==> src/rtl/phase_pkg.sv <==
// Shared phase-controller types: state encoding and one-hot phase enables.
// Imported by the controller, its watchdog and the bench.
package phase_pkg;

  localparam int PH_W = 5;

  localparam logic [PH_W-1:0] PH_F = 5'b00001;
  localparam logic [PH_W-1:0] PH_R = 5'b00010;
  localparam logic [PH_W-1:0] PH_X = 5'b00100;
  localparam logic [PH_W-1:0] PH_M = 5'b01000;
  localparam logic [PH_W-1:0] PH_W_ = 5'b10000;

  typedef enum logic [2:0] {
    S_F,
    S_R,
    S_X,
    S_M,
    S_W,
    S_HALT,
    S_DBG
  } state_t;

  function automatic logic [PH_W-1:0] phase_of(state_t s);
    case (s)
      S_F:     return PH_F;
      S_R:     return PH_R;
      S_X:     return PH_X;
      S_M:     return PH_M;
      S_W:     return PH_W_;
      default: return '0;
    endcase
  endfunction

endpackage

==> src/rtl/phase_ctrl_if.sv <==
// Memory/decode handshake between the phase controller and the datapath.
// master = controller side, slave = datapath/memory side.
interface phase_ctrl_if;

  logic is_hlt;
  logic mem_op;
  logic mem_ack;
  logic mem_req;

  modport master (
    input  is_hlt,
    input  mem_op,
    input  mem_ack,
    output mem_req
  );

  modport slave (
    output is_hlt,
    output mem_op,
    output mem_ack,
    input  mem_req
  );

endinterface

==> src/rtl/mem_wdog.sv <==
// Memory wait watchdog: expire fires on the TIMEOUT-th consecutive
// waiting cycle, so the next edge can take the controller to HALT.
module mem_wdog #(
  parameter int TIMEOUT = 15
) (
  input  logic clk,
  input  logic rst,
  input  logic waiting,
  input  logic clear,
  output logic expire
);

  localparam int W = (TIMEOUT < 2) ? 1 : $clog2(TIMEOUT + 1);
  localparam logic [W-1:0] LAST = W'(TIMEOUT - 1);

  logic [W-1:0] cnt;

  assign expire = waiting && (cnt == LAST);

  always_ff @(posedge clk) begin
    if (rst || clear) begin
      cnt <= '0;
    end else if (waiting && !expire) begin
      cnt <= cnt + W'(1);
    end
  end

endmodule

==> src/rtl/phase_ctrl.sv <==
// Five-phase instruction sequencer with HLT, memory timeout and
// debugger stop/single-step, plus active-cycle and retire counters.
module phase_ctrl
  import phase_pkg::*;
#(
  parameter int CNT_W   = 32,
  parameter int TIMEOUT = 15
) (
  input  logic             clk,
  input  logic             rst,
  phase_ctrl_if.master     bus,
  input  logic             dbg_halt_req,
  input  logic             dbg_step,
  output logic [PH_W-1:0]  phase,
  output logic             halted,
  output logic             mem_err,
  output logic             dbg_halted,
  output logic [CNT_W-1:0] cycle_cnt,
  output logic [CNT_W-1:0] instr_cnt
);

  state_t     state, state_nx;
  logic       step_q, step_nx;
  logic       op_q;
  logic       err_q;
  logic       expire;
  logic       waiting;
  logic       clear;
  logic [CNT_W-1:0] cycle_q;
  logic [CNT_W-1:0] instr_q;

  assign bus.mem_req = (state == S_F) || ((state == S_M) && op_q);
  assign waiting     = bus.mem_req && !bus.mem_ack;
  assign clear       = bus.mem_ack || (state_nx != state);

  mem_wdog #(
    .TIMEOUT (TIMEOUT)
  ) u_wdog (
    .clk     (clk),
    .rst     (rst),
    .waiting (waiting),
    .clear   (clear),
    .expire  (expire)
  );

  always_comb begin
    state_nx = state;
    step_nx  = step_q;
    unique case (state)
      S_F: begin
        if (expire)           state_nx = S_HALT;
        else if (bus.mem_ack) state_nx = S_R;
      end
      S_R: state_nx = S_X;
      S_X: state_nx = bus.is_hlt ? S_HALT : S_M;
      S_M: begin
        if (expire)                    state_nx = S_HALT;
        else if (!op_q || bus.mem_ack) state_nx = S_W;
      end
      S_W: begin
        // a pending step returns here after its one instruction
        if (dbg_halt_req || step_q) begin
          state_nx = S_DBG;
          step_nx  = 1'b0;
        end else begin
          state_nx = S_F;
        end
      end
      S_DBG: begin
        if (!dbg_halt_req) begin
          state_nx = S_F;
        end else if (dbg_step) begin
          state_nx = S_F;
          step_nx  = 1'b1;
        end
      end
      S_HALT: state_nx = S_HALT;
      default: state_nx = S_HALT;
    endcase
  end

  always_ff @(posedge clk) begin
    if (rst) begin
      state   <= S_F;
      step_q  <= 1'b0;
      op_q    <= 1'b0;
      err_q   <= 1'b0;
      cycle_q <= '0;
      instr_q <= '0;
    end else begin
      state  <= state_nx;
      step_q <= step_nx;
      if (state == S_X) op_q <= bus.mem_op;
      if (expire) err_q <= 1'b1;
      if (phase != '0) cycle_q <= cycle_q + CNT_W'(1);
      if (state == S_W) instr_q <= instr_q + CNT_W'(1);
    end
  end

  assign phase      = phase_of(state);
  assign halted     = (state == S_HALT);
  assign dbg_halted = (state == S_DBG);
  assign mem_err    = err_q;
  assign cycle_cnt  = cycle_q;
  assign instr_cnt  = instr_q;

endmodule

==> src/flat_wrapper.sv <==
// flat-port wrapper written by rule: the top's interface ports become plain ports
module phase_ctrl_flat import phase_pkg::*;
#(
  parameter int CNT_W   = 32,
  parameter int TIMEOUT = 15
)
  (clk, rst, dbg_halt_req, dbg_step, phase, halted, mem_err, dbg_halted, cycle_cnt, instr_cnt, bus_is_hlt, bus_mem_op, bus_mem_ack, bus_mem_req);
  phase_ctrl_if bus_i ();
  input  logic clk;
  input  logic rst;
  input  logic dbg_halt_req;
  input  logic dbg_step;
  output logic [PH_W-1:0] phase;
  output logic halted;
  output logic mem_err;
  output logic dbg_halted;
  output logic [CNT_W-1:0] cycle_cnt;
  output logic [CNT_W-1:0] instr_cnt;
  input wire logic [$bits(bus_i.is_hlt)-1:0] bus_is_hlt;
  input wire logic [$bits(bus_i.mem_op)-1:0] bus_mem_op;
  input wire logic [$bits(bus_i.mem_ack)-1:0] bus_mem_ack;
  output wire logic [$bits(bus_i.mem_req)-1:0] bus_mem_req;
  assign bus_i.is_hlt = bus_is_hlt;
  assign bus_i.mem_op = bus_mem_op;
  assign bus_i.mem_ack = bus_mem_ack;
  assign bus_mem_req = bus_i.mem_req;
  phase_ctrl #(.CNT_W(CNT_W), .TIMEOUT(TIMEOUT)) u_core (.clk(clk), .rst(rst), .bus(bus_i), .dbg_halt_req(dbg_halt_req), .dbg_step(dbg_step), .phase(phase), .halted(halted), .mem_err(mem_err), .dbg_halted(dbg_halted), .cycle_cnt(cycle_cnt), .instr_cnt(instr_cnt));
endmodule
==> config.mk <==
export PLATFORM = sky130hd
export DESIGN_NAME = phase_ctrl_flat
export DESIGN_NICKNAME = d
export VERILOG_FILES = /design/src/rtl/phase_pkg.sv /design/src/rtl/phase_ctrl_if.sv /design/src/rtl/mem_wdog.sv /design/src/rtl/phase_ctrl.sv /design/src/flat_wrapper.sv
export SDC_FILE = /design/constraint.sdc
export NUM_CORES = 1
export LEC_CHECK = 0
export CAP_MARGIN = 5
export CORE_ASPECT_RATIO = 0.75
export CORE_MARGIN = 2
export CORE_UTILIZATION = 55
export DETAILED_ROUTE_END_ITERATION = 16
export GPL_ROUTABILITY_DRIVEN = 0
export GPL_TIMING_DRIVEN = 0
export PLACE_DENSITY = 0.83
export SLEW_MARGIN = 10
export SYNTH_ARGS = -nofsm -noshare
export SYNTH_HDL_FRONTEND = slang
export SYNTH_HIERARCHICAL = 1
export SYNTH_SLANG_ARGS = --single-unit
==> constraint.sdc <==
create_clock -name clk -period 8.5 [get_ports clk]
set_input_delay 2.125 -clock clk [delete_from_list [all_inputs] [get_ports clk]]
set_output_delay 2.125 -clock clk [all_outputs]
set_load 0.005 [all_outputs]
After elaboration in Yosys (flattened, before gate mapping)
Cells that the tools add are included.

word-level totals
  register bits after elaboration = 74
  logic and storage cells = 51

operators by class
  add/sub/neg operators = 3
  equal/unequal tests = 11
  multiplexer cells = 14
  reduce and logical (&&, ||, !) cells = 16

operators with widths
  cell                                                    number
  adder 32 x 1 -> 32 bit (second input constant)          2
  one-hot mux 5 bit (5 select lines)                      1
  2-to-1 mux 3 bit                                        8
  one-hot mux 3 bit (6 select lines)                      1
  == test 3 bit (second input constant)                   3
  == test 3 x 2 -> 1 bit (second input constant)          2
  logical OR 1 bit                                        5
  nonzero test 5 bit                                      1
  adder 4 x 1 -> 4 bit (second input constant)            1
  == test 4 bit (second input constant)                   1
  logical AND 1 bit                                       4
  inequality test 2 bit (second input constant)           2
  AND reduction 4 bit                                     1
  == test 3 x 1 -> 1 bit (second input constant)          1
  zero test 1 bit                                         3
  zero test 3 bit                                         1
  2-to-1 mux 1 bit                                        3
  inequality test 3 bit                                   1
  inequality test 2 x 1 -> 1 bit (second input constant)  1
  one-hot mux 1 bit (2 select lines)                      1
  nonzero test 2 bit                                      1

Logic depth before layout (Yosys ltp)
Gate-level depths: netlist (run 1).

  depth after elaboration = 10
  mapped depth = 13
  mapped depth without buffers = 10

Cells and area by module
Netlist (run 1), hierarchy kept.

by module, submodules not included
  module      times used  cells an instance  area an instance (sq um)  seq. area each (sq um)
  phase_ctrl  1           426                3495.9                    1401.3
  mem_wdog    1           23                 216.5                     80.1

Worst setup path after synthesis (run 1)
Ideal clock, no wire load.

  path kind = input-to-reg
  start point = in bus_mem_ack
  end point = reg u_core.u_wdog.cnt[0]
  library setup time = 59 ps
  arrival time = 4029 ps
  data required time = 8441 ps
  slack = 4412 ps
  cell stages on the path = 8
  cells stage by stage = nor2b_1 -> and4_2 -> clkbuf_1 -> or4b_2 -> nand3_1 -> nand4_1 -> a2111oi_1 -> a31o_1

between the ends
  word-level cells in the longest chain between the ends = 8

RTL lines
  item                                        line                                source
  start, declared                             flat_wrapper.sv:21                  input wire logic [$bits(bus_i.mem_ack)-1:0] bus_mem_ack;
  zero test 1 bit *                           phase_ctrl.sv:33                    assign waiting = bus.mem_req && !bus.mem_ack;
  logical AND 1 bit *                         phase_ctrl.sv:33
  logical AND 1 bit *                         mem_wdog.sv:18                      assign expire = waiting && (cnt == LAST);
  named net u_core.expire                     phase_ctrl.sv:26                    logic expire;
  2-to-1 mux 3 bit, on equally long branches  phase_ctrl.sv:57, phase_ctrl.sv:51
  one-hot mux 3 bit (6 select lines) *        phase_ctrl.sv:49                    unique case (state)
  inequality test 3 bit *                     phase_ctrl.sv:34                    assign clear = bus.mem_ack || (state_nx != state);
  logical OR 1 bit *                          phase_ctrl.sv:34
  named net u_core.clear                      phase_ctrl.sv:28                    logic clear;
  logical OR 1 bit *                          mem_wdog.sv:21                      if (rst || clear) begin
  end signal, assigned                        mem_wdog.sv:24                      cnt <= cnt + W'(1);
  end, declared                               mem_wdog.sv:16                      logic [W-1:0] cnt;

Mark *: on every way through the listed nets, which the timed path passes. The rest lies on a longest branch.
A chain may end at the register's enable or synchronous reset.

Worst setup path in the final report (run 1)
  start point = in bus_mem_ack
  end point = reg u_core.u_wdog.cnt[0]

between the ends
  word-level cells in the longest chain between the ends = 8

RTL lines
  item                                        line                                source
  zero test 1 bit *                           phase_ctrl.sv:33
  logical AND 1 bit *                         phase_ctrl.sv:33
  named net u_core.waiting                    phase_ctrl.sv:27                    logic waiting;
  logical AND 1 bit *                         mem_wdog.sv:18
  named net u_core.expire                     phase_ctrl.sv:26
  2-to-1 mux 3 bit, on equally long branches  phase_ctrl.sv:57, phase_ctrl.sv:51
  one-hot mux 3 bit (6 select lines) *        phase_ctrl.sv:49
  inequality test 3 bit *                     phase_ctrl.sv:34
  logical OR 1 bit *                          phase_ctrl.sv:34
  named net u_core.clear                      phase_ctrl.sv:28
  logical OR 1 bit *                          mem_wdog.sv:21

Marks and branches as above.

==> metrics, run 1 <==
Reg-to-Reg End u_core/u_wdog/cnt[0]; top post-synthesis cells by area dfxtp_1 40%, a21oi_1 6.3%, or4_1 6.3%; Clk pin slew, worst setup/hold paths 80 ps; Avg WL per Cell 16.00 um; post-cts sizing count 0; met3 Use GR 0.05571; RSZ-0062 raised after global routing false; CTS tree built; hold-fix buffers at CTS 0; Detailed Route WL 10000 um; die height 75.15 um; final clock skew 10.83 ps; post-synthesis adder-cell area fraction 0.01348; P_sw 0.1994 mW; met2 Usage GRT 0.4474; VDD IR max 0.0001141 V; share of layout cells above drive strength 1 0.06066; LEAKAGE 1.476 nW; Inst Count DP 609; clock share of power 0.391; Util after Layout 0.7508; Synth Area in XOR/XNOR 0.04011; htree depth 3; DRT Pass-1 Iters 5; CTS Buffer Depth 2; Initial Utilization 0.5789; met1 Track Usage GR 0.3527; period utilisation layout 0.5627; Most Used Layer, Global Route met2; Reg2Reg Depth 13; antenna-violating nets left 0; largest family of logic cells by synthesized area simple AND/OR/NAND/NOR gates; Yosys cell types 44; Clk Latency, worst-skew pair 350 ps; Critical Path RT 8790 ps; share of the synthesized area in the top cell type 0.3991; Layout Nets 550; Yosys Warn Count 6; Critical path destination u_core/u_wdog/cnt[0]; Crit. End Element register; fmax 209.1 MHz; Flop pwr share 0.473; post-synthesis mux area share 0.01517; dominant cell by count in the synthesized netlist dfxtp_1; Detailed Place HPWL 6991 um; worst slew pin tran 690.1 ps; Via density 6.214; CP arrival 5070 ps; Num CTS Buffers 9; Rel. slew slack 0.5389; GR Util All Layers 0.2657; core area 6412 sq um; pwr/cell area 158.9 nW/um^2; Max Cap Violations 0; Yosys reg bits 74; TNS Setup 0 ps; Hold Path Cell Cnt 2; number of DRC markers in iteration 0 200; Post-synth top flop dfxtp_1; Reg2Reg Setup Slack 4630 ps; via count 3884; min-delay src u_core/cycle_cnt[31]; clock sinks 74; worst-path fanout max 9; Int Pwr 0.5656 mW; area growth from synthesis to layout 29.69%; Root Driver clkbuf_8; sequential cell area fraction in the yosys report 0.3991; Post-synth EDFFs 0; final hold viol count 0; GRT overflow 0; n_diodes 0; shortest period the worst path allows 4783 ps; first-pass GRT wire length 16060 um; final std cells w/o fill 625; CP Launch Point bus_mem_ack; Synth top cells by count 74 x dfxtp_1, 47 x a21oi_1, 33 x nor2_1; sw frac 0.2607; post-synthesis simple-gate area fraction 0.3118; async set-reset flop share out of synthesis 0; Post-Syn Nets 460; initial antenna violation count 0; DIE WIDTH 98.87 um; type of the tightest min-delay check register to register; Post-Syn Instances 449; die area 7430 sq um; Setup CP Type input pin to register; status completed; Syn Area/Cell 8.268 sq um; R2R Path Start u_core/state[0]; row count 25; io pins 80; postcts setup bufs 0; startpoint types input pin; Total Power 0.7650 mW; largest net degree at the start of global routing 13; cell area after synthesis 3712 sq um; compound-cell area share of the yosys netlist 0.1769; port bufs 79; combinational share of power 0.136; Slew Limit Fails 0; # setup viols final 0; Synth area leader dfxtp_1; drt drc 0; vias in the first global route 3412
critical path: stages:
cell and delay, ps:
clkdlybuf4s50_1 530, nor2b_1 470, and4_2 290, clkbuf_1 300, nor3b_1 220, o21ai_0 150, nand3_1 120, nand4_1 250
a2111oi_1 460, a31o_1 140
cells by family (layout without fill, tap and decap cells):
kind of cell,count (synthesis),count (layout)
flip-flops,74,74
AND/OR/NAND/NOR,200,200
XOR/XNOR,17,17
multiplexers,5,5
adder cells (fa/ha/maj),4,4
buffers and inverters,40,135
AO/OA/AOI/OAI,109,109
power groups by stage:
stage               clock (mW)  combinational, mW  sequential, mW
CTS                      0.302              0.103           0.362
global placement             0             0.0993           0.369
floorplan                    0             0.0602           0.368
finish                   0.299              0.104           0.362
global route             0.312              0.114           0.363
detailed placement           0              0.101           0.370
flip-flops by register name (all words and copies together) (netlist names):
| register | cells |
|---|---|
| u_core/instr_cnt | 32 |
| u_core/cycle_cnt | 32 |
| u_core/step_q | 1 |
| u_core/op_q | 1 |
| u_core/state | 3 |
| u_core/mem_err | 1 |
| u_core/u_wdog/cnt | 4 |
metal layers:
metal	vias up	share of wire
met5	-	0
met4	0	0.0092
met3	11	0.074
met2	168	0.46
met1	1833	0.45
li1	1872	-
cell type report:
cell class                 instances  area, sq um
multi-input combinational        335         2069
fill                             479         1598
sequential                        74         1481
timing repair buffer              79        790.8
clock buffer                      11        131.4
buffer                            28        116.4
tap                               81        101.3
clock inverter                     5        78.83
inverter                          12        45.04
per-stage QoR:
stage / hold slack (ps) / worst slack, ps / instance area, sq um
finish: 482.3 / 3717 / 4815
floorplan: 465.0 / 4412 / 3712
CTS: 487.1 / 3805 / 4815
global placement: 456.9 / 3511 / 4604
global route: 518.5 / 3490 / 4815
detailed placement: 472.0 / 3462 / 4604
worst min-delay path by stage:
stage / endpoint / slack (ps)
floorplan: u_core/mem_err / 470
global placement: u_core/mem_err / 460
detailed placement: u_core/mem_err / 470
CTS: u_core/cycle_cnt[31] / 490
global route: u_core/cycle_cnt[31] / 520
finish: u_core/cycle_cnt[31] / 480
placed cells by master, fill, tap and decap left out, types with 5 or more instances in the layout:
master,count
clkdlybuf4s50_1,79
dfxtp_1,74
a21oi_1,47
nor2_1,33
or4_1,31
nand2_1,28
o31ai_1,28
nand3_1,24
clkbuf_1,22
o21ai_0,20
or3_1,16
nand4_1,15
inv_1,12
clkbuf_8,9
and4_1,9
xnor2_1,9
xor2_1,8
nor2b_1,7
nor3_1,7
and3_1,5
mux2_2,5
nor4_1,5
Note: power is estimated with default switching activity, not from simulation.
==> run 2, diff against run 1 <==
--- a/config.mk
+++ b/config.mk
@@ -8,11 +8,11 @@
 export CAP_MARGIN = 5
 export CORE_ASPECT_RATIO = 0.75
 export CORE_MARGIN = 2
-export CORE_UTILIZATION = 55
+export CORE_UTILIZATION = 51
 export DETAILED_ROUTE_END_ITERATION = 16
 export GPL_ROUTABILITY_DRIVEN = 0
 export GPL_TIMING_DRIVEN = 0
-export PLACE_DENSITY = 0.83
+export PLACE_DENSITY = 0.77
 export SLEW_MARGIN = 10
 export SYNTH_ARGS = -nofsm -noshare
 export SYNTH_HDL_FRONTEND = slang
==> constraint.sdc (replaced) <==
create_clock -name clk -period 5 [get_ports clk]
set_input_delay 1.25 -clock clk [delete_from_list [all_inputs] [get_ports clk]]
set_output_delay 1.25 -clock clk [all_outputs]
set_load 0.005 [all_outputs]
==> metrics, run 2 (same netlist as run 1, synthesis figures left out) <==
status completed; sw frac 0.2513; via count 3862; crit path buf inv count 3; VDD IR max 0.0002090 V; clock share of power 0.401; GRT overflow 0; CTS Buffer Depth 2; area growth from synthesis to layout 30.77%; Slowest-stage cell, CP nor2b_1; port bufs 79; Crit. End Element register; Flop pwr share 0.466; Detailed Route WL 9988 um; initial antenna violation count 0; CP max stage delay 440 ps; Int Pwr 0.9893 mW; postcts setup bufs 0; drt drc 0; share of layout cells above drive strength 1 0.06250; io pins 80; DRT Pass-1 Iters 5; RSZ-0062 raised after global routing false; CP arrival 4190 ps; Max Cap Violations 0; fmax 256.2 MHz; period utilisation layout 0.7805; die area 7984 sq um; row count 26; GR Util All Layers 0.2516; Detailed Place HPWL 7060 um; Avg WL per Cell 15.56 um; final hold viol count 0; commonest non-fill, non-tap cell in the layout clkdlybuf4s50_1; Reg-to-Reg End u_core/u_wdog/cnt[0]; R2R Path Start u_core/state[0]; Setup CP Type register to register; Num CTS Buffers 9; Via density 6.016; vias in the first global route 3491; worst slew pin tran 707.0 ps; Root Driver clkbuf_8; combinational share of power 0.133; Rel. slew slack 0.5277; LEAKAGE 1.485 nW; critical path depth 13; P_sw 0.3320 mW; DIE WIDTH 102.5 um; n_diodes 0; Clk Latency, worst-skew pair 350 ps; shortest period the worst path allows 3903 ps; Reg2Reg Depth 13; TNS Setup 0 ps; Placed Area 4626 sq um; Non-Filler Cell Area, Final 4855 sq um; worst-path fanout max 10; Layout Nets 550; antenna-violating nets left 0; Clk pin slew, worst setup/hold paths 70 ps; type of the tightest min-delay check register to register; htree depth 3; largest net degree at the start of global routing 13; number of DRC markers in iteration 0 221; Hold WS 487.7 ps; critical-path cell list clkbuf_1, clkbuf_1, nand3_1, a21oi_1, nor2b_1, and4_2, clkbuf_1, nor3b_1, o21ai_0, nand3_1, nand4_1, a2111oi_1, a31o_1; startpoint types register; Slew Limit Fails 0; # setup viols final 0; min-delay src u_core/mem_err; Initial Utilization 0.5358; most frequent CP cell clkbuf_1; core area 6929 sq um; first-pass GRT wire length 16280 um; CTS tree built; most frequent cells in the layout 79 x clkdlybuf4s50_1, 74 x dfxtp_1, 47 x a21oi_1; Reg2Reg Setup Slack 1100 ps; Total Power 1.321 mW; post-cts sizing count 0; WHS Endpoint u_core/mem_err; pwr/cell area 272.2 nW/um^2; clock sinks 74; die height 77.89 um; Worst path top cell family by delay simple AND/OR/NAND/NOR gates; hold-fix buffers at CTS 0; Hold Path Cell Cnt 2; final clock skew 9.836 ps; Critical Path RT 5280 ps
[run 2: cell types whose count changed in the layout (fill, tap and decap cells not counted)]
cell	previous run	this run
clkbuf_1	22	21
clkbuf_8	9	11
clkinv_2	2	1
[run 2: layout make-up]
class                      instances  area, sq um
clock inverter                     4        73.82
inverter                          12        45.04
clock buffer                      12        155.1
sequential                        74         1481
timing repair buffer              79        790.8
buffer                            28        116.4
fill                             582         2074
tap                               98        122.6
multi-input combinational        335         2069
[run 2: worst min-delay path: stages, from the launching register on]
cell and delay, ps:
dfxtp_1 330, nor2_1 50, nor2_1 80
[run 2: power by group through the flow]
| stage | sequential, mW | combinational, mW | clock, mW |
|---|---|---|---|
| 2_1_floorplan | 0.626 | 0.102 | 0 |
| 3_3_place_gp | 0.628 | 0.170 | 0 |
| 3_5_place_dp | 0.629 | 0.174 | 0 |
| 4_1_cts | 0.615 | 0.175 | 0.538 |
| 5_1_grt | 0.617 | 0.195 | 0.560 |
| 6_report | 0.615 | 0.176 | 0.530 |
[run 2: worst max-delay path by stage]
stage / endpoint / slack (ps) / startpoint
after global routing: u_core/u_wdog/cnt[0] / 820 / u_core/state[0]
after detailed placement: u_core/u_wdog/cnt[0] / 840 / bus_mem_ack
final: u_core/u_wdog/cnt[0] / 1100 / u_core/state[0]
after global placement: u_core/u_wdog/cnt[0] / 900 / bus_mem_ack
after CTS: u_core/u_wdog/cnt[0] / 1160 / u_core/state[0]
after floorplan: u_core/u_wdog/cnt[0] / 1790 / bus_mem_ack
[run 2: stage by stage]
step,instances,util,setup WS (ps)
after floorplan,449,-,1787
after global placement,626,0.6676,899.0
after detailed placement,626,0.6676,843.7
after CTS,642,0.7006,1164
after global routing,642,0.7006,821.6
final,642,0.7006,1097
[run 2: metal layers]
layer | routed length [um] | GRT usage
met1 | 4661 | 0.3533
met2 | 4607 | 0.3850
met3 | 616 | 0.05766
met4 | 104 | 0.07200
met5 | 0 | 0
